File: config.mk
export PLATFORM = sky130hd
export DESIGN_NAME = hazard_ctrl_mc_flat
export DESIGN_NICKNAME = d
export VERILOG_FILES = /design/src/rtl/hazard_ctrl_mc_if.sv /design/src/rtl/hazard_ctrl_mc.sv /design/src/flat_wrapper.sv
export SDC_FILE = /design/constraint.sdc
export NUM_CORES = 1
export LEC_CHECK = 0
export CAP_MARGIN = 20
export CELL_PAD_IN_SITES_DETAIL_PLACEMENT = 1
export CELL_PAD_IN_SITES_GLOBAL_PLACEMENT = 1
export CORE_UTILIZATION = 37
export CTS_CLUSTER_DIAMETER = 60
export DETAILED_ROUTE_END_ITERATION = 8
export PLACE_DENSITY_LB_ADDON = 0.1
export SETUP_SLACK_MARGIN = 0.15
export SYNTH_ARGS = -nofsm -noshare
export SYNTH_HDL_FRONTEND = slang
export SYNTH_SLANG_ARGS = --single-unit
File: constraint.sdc
create_clock -name clk -period 3.3 [get_ports clk]
set_input_delay 0.66 -clock clk [delete_from_list [all_inputs] [get_ports clk]]
set_output_delay 0.66 -clock clk [all_outputs]
set_load 0.05 [all_outputs]
File: src/rtl/hazard_ctrl_mc_if.sv
// rtl/hazard_ctrl_mc_if.sv - pipeline-side signal bundle for the multi-cycle hazard unit
interface hazard_ctrl_mc_if #(
  parameter int REG_W = 4,
  parameter int CNT_W = 16
);
  logic             error;
  logic [REG_W-1:0] read_reg1;
  logic [REG_W-1:0] read_reg2;
  logic             read_en1;
  logic             read_en2;
  logic [REG_W-1:0] ex_write_reg;
  logic             ex_is_load;
  logic             mem_conflict;
  logic             cnt_clr;
  logic             pc_keep;
  logic             if_keep;
  logic             if_clear;
  logic             id_clear;
  logic [1:0]       stall_state;
  logic [CNT_W-1:0] stall_count;

  modport master (
    output error, read_reg1, read_reg2, read_en1, read_en2,
           ex_write_reg, ex_is_load, mem_conflict, cnt_clr,
    input  pc_keep, if_keep, if_clear, id_clear, stall_state, stall_count
  );

  modport slave (
    input  error, read_reg1, read_reg2, read_en1, read_en2,
           ex_write_reg, ex_is_load, mem_conflict, cnt_clr,
    output pc_keep, if_keep, if_clear, id_clear, stall_state, stall_count
  );
endinterface

File: src/rtl/hazard_ctrl_mc.sv
// rtl/hazard_ctrl_mc.sv - load-use / memory-conflict hazard unit with configurable stall lengths
module hazard_ctrl_mc #(
  parameter int               REG_W    = 4,
  parameter logic [REG_W-1:0] NULL_REG = {REG_W{1'b1}},
  parameter int               LOAD_LAT = 1,
  parameter int               MEM_LAT  = 1,
  parameter int               CNT_W    = 16
) (
  input  logic            clk,
  input  logic            rst,
  hazard_ctrl_mc_if.slave bus
);
  localparam int MAX_LAT = (LOAD_LAT > MEM_LAT) ? LOAD_LAT : MEM_LAT;
  localparam int CW      = $clog2(MAX_LAT + 1);
  localparam logic [CW-1:0] LOAD_RELOAD = CW'(LOAD_LAT - 1);
  localparam logic [CW-1:0] MEM_RELOAD  = CW'(MEM_LAT - 1);

  typedef enum logic [1:0] {
    RUN        = 2'd0,
    LOAD_STALL = 2'd1,
    MEM_STALL  = 2'd2
  } state_t;

  state_t           state_q, state_d;
  logic [CW-1:0]    cnt_q, cnt_d;
  logic [CNT_W-1:0] stall_count_q, stall_count_d;
  logic             lu;
  logic             pc_keep, if_keep, if_clear, id_clear;

  assign lu = bus.ex_is_load && (bus.ex_write_reg != NULL_REG) &&
              ((bus.read_en1 && (bus.read_reg1 == bus.ex_write_reg)) ||
               (bus.read_en2 && (bus.read_reg2 == bus.ex_write_reg)));

  always_comb begin
    pc_keep  = 1'b0;
    if_keep  = 1'b0;
    if_clear = 1'b0;
    id_clear = 1'b0;
    state_d  = state_q;
    cnt_d    = cnt_q;
    case (state_q)
      RUN: begin
        if (lu) begin
          pc_keep  = 1'b1;
          if_keep  = 1'b1;
          id_clear = 1'b1;
          if_clear = bus.error;
          if (LOAD_LAT > 1) begin
            state_d = LOAD_STALL;
            cnt_d   = LOAD_RELOAD;
          end
        end else if (bus.mem_conflict) begin
          pc_keep  = 1'b1;
          if_clear = 1'b1;
          if (MEM_LAT > 1) begin
            state_d = MEM_STALL;
            cnt_d   = MEM_RELOAD;
          end
        end else if (bus.error) begin
          if_clear = 1'b1;
        end
      end
      LOAD_STALL: begin
        // A misprediction makes the stalled instructions dead, so drop the stall and flush.
        if (bus.error) begin
          if_clear = 1'b1;
          id_clear = 1'b1;
          state_d  = RUN;
          cnt_d    = '0;
        end else begin
          pc_keep  = 1'b1;
          if_keep  = 1'b1;
          id_clear = 1'b1;
          cnt_d    = cnt_q - CW'(1);
          if (cnt_q == CW'(1)) state_d = RUN;
        end
      end
      MEM_STALL: begin
        pc_keep  = 1'b1;
        if_clear = 1'b1;
        cnt_d    = cnt_q - CW'(1);
        if (cnt_q == CW'(1)) state_d = RUN;
      end
      default: begin
        state_d = RUN;
        cnt_d   = '0;
      end
    endcase
  end

  always_comb begin
    stall_count_d = stall_count_q;
    if (bus.cnt_clr) stall_count_d = '0;
    else if (pc_keep && (stall_count_q != {CNT_W{1'b1}})) stall_count_d = stall_count_q + CNT_W'(1);
  end

  always_ff @(posedge clk or posedge rst) begin
    if (rst) begin
      state_q       <= RUN;
      cnt_q         <= '0;
      stall_count_q <= '0;
    end else begin
      state_q       <= state_d;
      cnt_q         <= cnt_d;
      stall_count_q <= stall_count_d;
    end
  end

  // Controls are forced low while reset is held so the pipeline never sees a stale stall.
  assign bus.pc_keep     = pc_keep  & ~rst;
  assign bus.if_keep     = if_keep  & ~rst;
  assign bus.if_clear    = if_clear & ~rst;
  assign bus.id_clear    = id_clear & ~rst;
  assign bus.stall_state = state_q;
  assign bus.stall_count = stall_count_q;
endmodule
File: src/flat_wrapper.sv
// flat-port wrapper written by rule: the top's interface ports become plain ports
module hazard_ctrl_mc_flat 
#(
  parameter int               REG_W    = 4,
  parameter logic [REG_W-1:0] NULL_REG = {REG_W{1'b1}},
  parameter int               LOAD_LAT = 1,
  parameter int               MEM_LAT  = 1,
  parameter int               CNT_W    = 16
)
  (clk, rst, bus_error, bus_read_reg1, bus_read_reg2, bus_read_en1, bus_read_en2, bus_ex_write_reg, bus_ex_is_load, bus_mem_conflict, bus_cnt_clr, bus_pc_keep, bus_if_keep, bus_if_clear, bus_id_clear, bus_stall_state, bus_stall_count);
  hazard_ctrl_mc_if #(.REG_W(REG_W), .CNT_W(CNT_W)) bus_i ();
  input  logic clk;
  input  logic rst;
  input wire logic [$bits(bus_i.error)-1:0] bus_error;
  input wire logic [$bits(bus_i.read_reg1)-1:0] bus_read_reg1;
  input wire logic [$bits(bus_i.read_reg2)-1:0] bus_read_reg2;
  input wire logic [$bits(bus_i.read_en1)-1:0] bus_read_en1;
  input wire logic [$bits(bus_i.read_en2)-1:0] bus_read_en2;
  input wire logic [$bits(bus_i.ex_write_reg)-1:0] bus_ex_write_reg;
  input wire logic [$bits(bus_i.ex_is_load)-1:0] bus_ex_is_load;
  input wire logic [$bits(bus_i.mem_conflict)-1:0] bus_mem_conflict;
  input wire logic [$bits(bus_i.cnt_clr)-1:0] bus_cnt_clr;
  output wire logic [$bits(bus_i.pc_keep)-1:0] bus_pc_keep;
  output wire logic [$bits(bus_i.if_keep)-1:0] bus_if_keep;
  output wire logic [$bits(bus_i.if_clear)-1:0] bus_if_clear;
  output wire logic [$bits(bus_i.id_clear)-1:0] bus_id_clear;
  output wire logic [$bits(bus_i.stall_state)-1:0] bus_stall_state;
  output wire logic [$bits(bus_i.stall_count)-1:0] bus_stall_count;
  assign bus_i.error = bus_error;
  assign bus_i.read_reg1 = bus_read_reg1;
  assign bus_i.read_reg2 = bus_read_reg2;
  assign bus_i.read_en1 = bus_read_en1;
  assign bus_i.read_en2 = bus_read_en2;
  assign bus_i.ex_write_reg = bus_ex_write_reg;
  assign bus_i.ex_is_load = bus_ex_is_load;
  assign bus_i.mem_conflict = bus_mem_conflict;
  assign bus_i.cnt_clr = bus_cnt_clr;
  assign bus_pc_keep = bus_i.pc_keep;
  assign bus_if_keep = bus_i.if_keep;
  assign bus_if_clear = bus_i.if_clear;
  assign bus_id_clear = bus_i.id_clear;
  assign bus_stall_state = bus_i.stall_state;
  assign bus_stall_count = bus_i.stall_count;
  hazard_ctrl_mc #(.REG_W(REG_W), .NULL_REG(NULL_REG), .LOAD_LAT(LOAD_LAT), .MEM_LAT(MEM_LAT), .CNT_W(CNT_W)) u_core (.clk(clk), .rst(rst), .bus(bus_i));
endmodule
==> reports/results.txt, run 1 <==
Synth Area in XOR/XNOR: 0.139
Critical path's slowest cell: clkdlybuf4s50_1
WL final: 3460 um
Final core occ: 0.553
Main combinational cell family by area after synthesis: compound AO/OA/AOI/OAI gates
Synthesized flop and latch total: 19
EDFF count, synth: 0
Die footprint: 3830 um2
Clock Tree Buf Depth: 2
Final hold vios: 0
Initial antenna violation count: 0
Die H: 61.9 um
Sink Count: 19
Post-synthesis compound-gate area fraction: 0.191
Fill count: 378
ANT nets after route: 0
Register Area: 475 um2
Mean number of vias per cell: 5.17
GRT Total Usage: 0.200
# rows: 21
CP arrival: 2.41 ns
Max-Slew Margin vs Limit: 0.501
RSZ-0062 raised after global routing: true
GR Overflow Total: 0
Finished Cell Area: 1870 um2
Setup TNS: 0 ns
Crit. End Element: primary output
Drt first pass iters: 5
# setup viols final: 0
Post-synthesis mux area share: 0.0330
Post-Synthesis Cell Area: 1330 um2
PortBufs: 41
Syn nets: 161
Mapped Cells: 136
Outcome: completed
CTS tree: built
Proportion of layout cells with a drive suffix above 1: 0.139
Mean Syn Cell Area: 9.75 um2
Post-Synth Adder-Cell Area: 0.0472
N_diodes: 0
Max-slew violation count: 0
Post-synth cell types: 28
Worst-path cell chain: clkdlybuf4s50_1 > xnor2_1 > nand4_1 > nor4_4 > o21ai_0 > a21oi_1 > buf_12
Post-Synth Simple-Gate Area: 0.181
Vias post-DR: 1168
Power Density: 247 nW/um2
Asr flop ratio synth: 1.00
Synth Flop Type: dfrtp_1
Final Cycle Share: 0.930
Worst-Skew Late Latency: 0.30 ns
HPWL after detailed placement: 2790 um
Area grow syn2layout: 41.2%
Worst Path Required: 2.64 ns
Drc violations: 0
First-pass GRT wire length: 5490 um
Slew at the pin closest to its max-slew limit: 0.748 ns
Die width: 61.9 um
Clk_skew: 0.00616 ns
Core area: 3390 um2
Critical Path Fanout Max: 3
Number of global-route vias before repair: 1190
Largest net degree at the start of global routing: 20
Total CTS buffers: 3
Initial Util: 0.391
Clock Tree Root: clkbuf_4
Worst path max stage delay: 0.54 ns
Startpoint Class: input pin
Tightest Hold Check Type: reg2reg
Placed inst area: 1830 um2
Setup CP Type: in2out
Synth warn: 0
CTS H-tree lvls: 1
Leakage: 0.702 nW
GP Congestion: 0.765
Max_cap viols: 0
Fin crit period: 3.07 ns
Clk pin slew, worst setup/hold paths: 0.11 ns
DRT iter0 DRCs: 31
Fmax: 0.326 GHz
Multi-input gate area: 807 um2
Max VDD drop: 0.120 mV
Nets@finish: 206
WL per Instance: 15.3 um
Seq/Total Area, Yosys: 0.358
Ports: 42
state kept, by name (all words and copies together), names as in the netlist:
name                    cells
u_core.bus.stall_count     16
u_core.bus.stall_state      2
u_core.cnt_q                1
timing repair:
action	in CTS	in global routing
hold buffers	0	0
buffers inserted	0	0
endpoints found under the setup margin	3	3
cloned	0	0
pin swaps	0	0
gates resized for setup	2	1
synthesized netlist by cell type (all sizes together) (2+ instances only):
cell,instances,area [um2]
xor2,3,26.3
a211oi,7,52.6
and3,5,31.3
inv,10,37.5
nor2b,2,12.5
nand2,5,18.8
dfrtp,19,475
nor3,2,10.0
mux2,3,33.8
a21oi,5,25.0
nand3,9,45.0
a2111oi,6,130
o31ai,3,32.5
buf,3,22.5
nand4,5,31.3
xnor2,18,158
ha,5,62.6
nor2,19,71.3
clkbuf,2,7.51
where the power goes:
part,switching [mW],total (mW),internal [mW]
logic,0.0558,0.103,0.0467
registers,0.00581,0.241,0.236
clock network,0.0743,0.119,0.0451
total,0.136,0.463,0.327
path summary, 6_finish.rpt:
check | start | endpoint | cells past startpoint | slack (ns)
worst max-delay path | bus_ex_write_reg[1] | bus_id_clear | 7 | 0.23
worst min-delay path | u_core.cnt_q | u_core.cnt_q | 1 | 0.53
worst max register to register | u_core.bus.stall_count[0] | u_core.bus.stall_count[7] | 6 | 0.86
worst min register to register | u_core.cnt_q | u_core.cnt_q | 1 | 0.53
max in group asynchronous | rst | u_core.bus.stall_count[9] | 2 | 1.87
min in group asynchronous | rst | u_core.cnt_q | 2 | 0.96
through the flow:
step	hold WS, ns	instances	total power [mW]	setup slack, ns
3_5_place_dp	0.501	222	0.347	0.0952
5_1_grt	0.552	226	0.490	0.0935
3_3_place_gp	0.492	222	0.343	0.255
2_1_floorplan	0.480	136	0.297	0.357
6_report	0.528	226	0.463	0.231
4_1_cts	0.528	226	0.469	0.176
critical path: cells and delay by family:
kind	cells	cell delay, ns
AND/OR/NAND/NOR	2	0.39
buffers and inverters	2	0.72
AO/OA/AOI/OAI	2	0.49
XOR/XNOR	1	0.14
per-layer routing:
| metal | GRT usage | wire [um] | up-vias |
|---|---|---|---|
| met4 | 0.0476 | 20 | 0 |
| li1 | - | - | 565 |
| met1 | 0.232 | 1500 | 578 |
| met5 | 0 | 0 | - |
| met3 | 0.0435 | 94 | 2 |
| met2 | 0.372 | 1840 | 23 |
kinds of logic after synthesis:
kind of cell,Yosys count
buffers and inverters,15
AND/OR/NAND/NOR,49
AO/OA/AOI/OAI,23
multiplexers,4
adder cells (fa/ha/maj),5
flip-flops,19
XOR/XNOR,21
layout make-up:
| cell class | count | share of cell area |
|---|---|---|
| timing repair buffer | 45 | 0.250 |
| sequential | 19 | 0.254 |
| clock buffer | 3 | 0.0120 |
| inverter | 10 | 0.0200 |
| multi-input combinational | 102 | 0.431 |
| tap | 46 | 0.0307 |
| clock inverter | 1 | 0.00267 |
cell usage in the layout, fill, tap and decap left out, types with 3 or more instances in the layout:
cell             netlist  final
nor2_1                19     19
buf_12                 0      3
nand3_1                9      9
and3_1                 5      5
nand2_1                5      5
clkbuf_4               0      3
a211oi_1               7      6
mux2_2                 3      3
a21oi_1                5      5
xor2_1                 3      3
dfrtp_1               19     19
inv_1                 10     10
xnor2_1               18     18
clkdlybuf4s50_1        0     37
ha_1                   5      5
a2111oi_4              4      4
nand4_1                5      5
buf_4                  1      5
Power figures use the tool's default switching activity.
==> run 2: changes to the inputs <==
--- a/config.mk
+++ b/config.mk
@@ -8,9 +8,10 @@
 export CAP_MARGIN = 20
 export CELL_PAD_IN_SITES_DETAIL_PLACEMENT = 1
 export CELL_PAD_IN_SITES_GLOBAL_PLACEMENT = 1
-export CORE_UTILIZATION = 37
+export CORE_UTILIZATION = 50
 export CTS_CLUSTER_DIAMETER = 60
 export DETAILED_ROUTE_END_ITERATION = 8
+export DONT_BUFFER_PORTS = 1
 export PLACE_DENSITY_LB_ADDON = 0.1
 export SETUP_SLACK_MARGIN = 0.15
 export SYNTH_ARGS = -nofsm -noshare
==> reports/results.txt, run 2 (synthesized netlist as in run 1, its figures left out) <==
Crit path to: bus_if_clear
CTS tree: built
HPWL after detailed placement: 2800 um (+0.67%)
Max-slew violation count: 0 (unchanged)
Total CTS buffers: 3 (unchanged)
GP Congestion: 0.842 (+10%)
ANT nets after route: 0 (unchanged)
# rows: 18 (-14%)
Setup Fix Bufs, Post-CTS: 0 (unchanged)
Post-CTS sizing: 0 (-2)
Ports: 42 (unchanged)
Clock Tree Buf Depth: 2 (unchanged)
Die footprint: 2860 um2 (-25%)
GRT Total Usage: 0.279 (+0.0795)
Vias post-DR: 1105 (-5.4%)
Drc violations: 0 (unchanged)
Initial Util: 0.531 (+0.139)
Clock power share: 0.288 (+0.030)
Hold Buf Count CTS: 0 (unchanged)
Mean number of vias per cell: 6.04 (+17%)
Sink Count: 19 (unchanged)
Max_cap viols: 0 (unchanged)
Tightest Hold Check Type: in2async
Die width: 53.5 um (-14%)
Core area: 2500 um2 (-26%)
Commonest cells after routing, fill and taps aside: 19 x nor2_1, 19 x dfrtp_1, 18 x xnor2_1, 18 x buf_4, 10 x inv_1
CP arrival: 2.17 ns (-0.24 ns)
Placed inst area: 1470 um2 (-19%)
Leakage: 0.606 nW (-14%)
WL final: 3520 um (+2.0%)
Power Density: 287 nW/um2 (+16%)
DRT iter0 DRCs: 11 (-65%)
Drt first pass iters: 4 (-1)
Initial antenna violation count: 0 (unchanged)
Crit. End Element: primary output
Nets@finish: 179 (-13%)
WL per Instance: 19.3 um (+26%)
Pint: 0.303 mW (-7.4%)
Switching share of power: 0.296 (+0.00277)
Max VDD drop: 0.278 mV (+130%)
Proportion of layout cells with a drive suffix above 1: 0.216 (+0.0768)
RSZ-0062 raised after global routing: false
Worst Path Required: 2.64 ns (about the same)
Final hold vios: 0 (unchanged)
PortBufs: 0 (-100%)
Comb power frac: 0.160 (-0.061)
Clk pin slew, worst setup/hold paths: 0.12 ns (about the same)
FF-to-FF Start: u_core.bus.stall_count[8]
Total chip power: 0.431 mW (-7.1%)
Startpoint Class: flip-flop
Switching Power: 0.127 mW (-6.2%)
Clock Tree Root: clkbuf_4
Number of global-route vias before repair: 1114 (-6.4%)
Final Cycle Share: 0.857 (-0.0732)
Worst-Skew Late Latency: 0.31 ns (about the same)
R2R Setup Slk: 0.75 ns (-0.11 ns)
Clk_skew: 0.00373 ns (-0.00243 ns)
Slew at the pin closest to its max-slew limit: 0.741 ns (-0.00701 ns)
First-pass GRT wire length: 5510 um (+0.25%)
N_diodes: 0 (unchanged)
Largest net degree at the start of global routing: 20 (unchanged)
Crit path from: u_core.bus.stall_state[0]
Max-Slew Margin vs Limit: 0.506 (+0.00468)
RR Endpoint: u_core.bus.stall_count[15]
Fmax: 0.354 GHz (+8.5%)
Setup TNS: 0 ns (unchanged)
Fin crit period: 2.83 ns (-0.242 ns)
Critical Path Fanout Max: 5 (+2)
# setup viols final: 0 (unchanged)
Share of power burned in registers: 0.552 (+0.031)
Setup CP Type: reg2out
GR Overflow Total: 0 (unchanged)
Finished Cell Area: 1500 um2 (-20%)
Area grow syn2layout: 13.2%
Outcome: completed
R2r worst-path depth: 7 (+1)
Die H: 53.5 um (-14%)
CTS H-tree lvls: 1 (unchanged)
Max reg flops: 16 (unchanged)
-- run 2: area by class of cell --
class,count,area [um2]
inverter,10,37.5
clock buffer,3,22.5
sequential,19,475
tap,30,37.5
timing repair buffer,18,135
clock inverter,1,5.00
multi-input combinational,102,788
fill,305,998
-- run 2: how the worst min path moves through the flow --
stage	from	to	slack, ns	depth (start not counted)
final	rst	u_core.bus.stall_count[15]	0.35	1
after global placement	u_core.cnt_q	u_core.cnt_q	0.49	1
after global routing	bus_cnt_clr	u_core.bus.stall_count[14]	0.39	1
after floorplan	u_core.cnt_q	u_core.cnt_q	0.48	1
after detailed placement	u_core.cnt_q	u_core.cnt_q	0.51	1
after CTS	rst	u_core.bus.stall_count[15]	0.38	1
-- run 2: power groups by stage --
stage / Combinational, mW / Clock [mW] / Sequential [mW]
5_1_grt: 0.0745 / 0.134 / 0.238
4_1_cts: 0.0695 / 0.126 / 0.238
6_report: 0.0691 / 0.124 / 0.238
2_1_floorplan: 0.0423 / 0 / 0.255
3_3_place_gp: 0.0660 / 0 / 0.242
3_5_place_dp: 0.0689 / 0 / 0.242
-- run 2: critical path: stages (launching register included) --
cell and delay (ns):
dfrtp_1 0.69, inv_1 0.18, ha_1 0.33, a21o_1 0.18, a21oi_1 0.18, nor3_1 0.09, buf_4 0.20
-- run 2: metrics by stage --
stage | hold slack (ns) | cells | setup slack [ns] | util
after floorplan | 0.480 | 136 | 0.357 | -
after global placement | 0.488 | 179 | 0.759 | 0.590
after detailed placement | 0.506 | 179 | 0.624 | 0.590
after CTS | 0.378 | 183 | 0.468 | 0.601
after global routing | 0.388 | 183 | 0.346 | 0.601
final | 0.351 | 183 | 0.473 | 0.601
-- run 2: routing by layer --
metal  share of wire  vias to the layer above  global-route usage  routed length [um]
met5               0                        -                   0                   0
met4           0.015                        0               0.110                  53
met3           0.036                        7              0.0575                 126
met2            0.54                       28               0.500                1920
met1            0.40                      560               0.320                1430
li1                -                      510                   -                   -
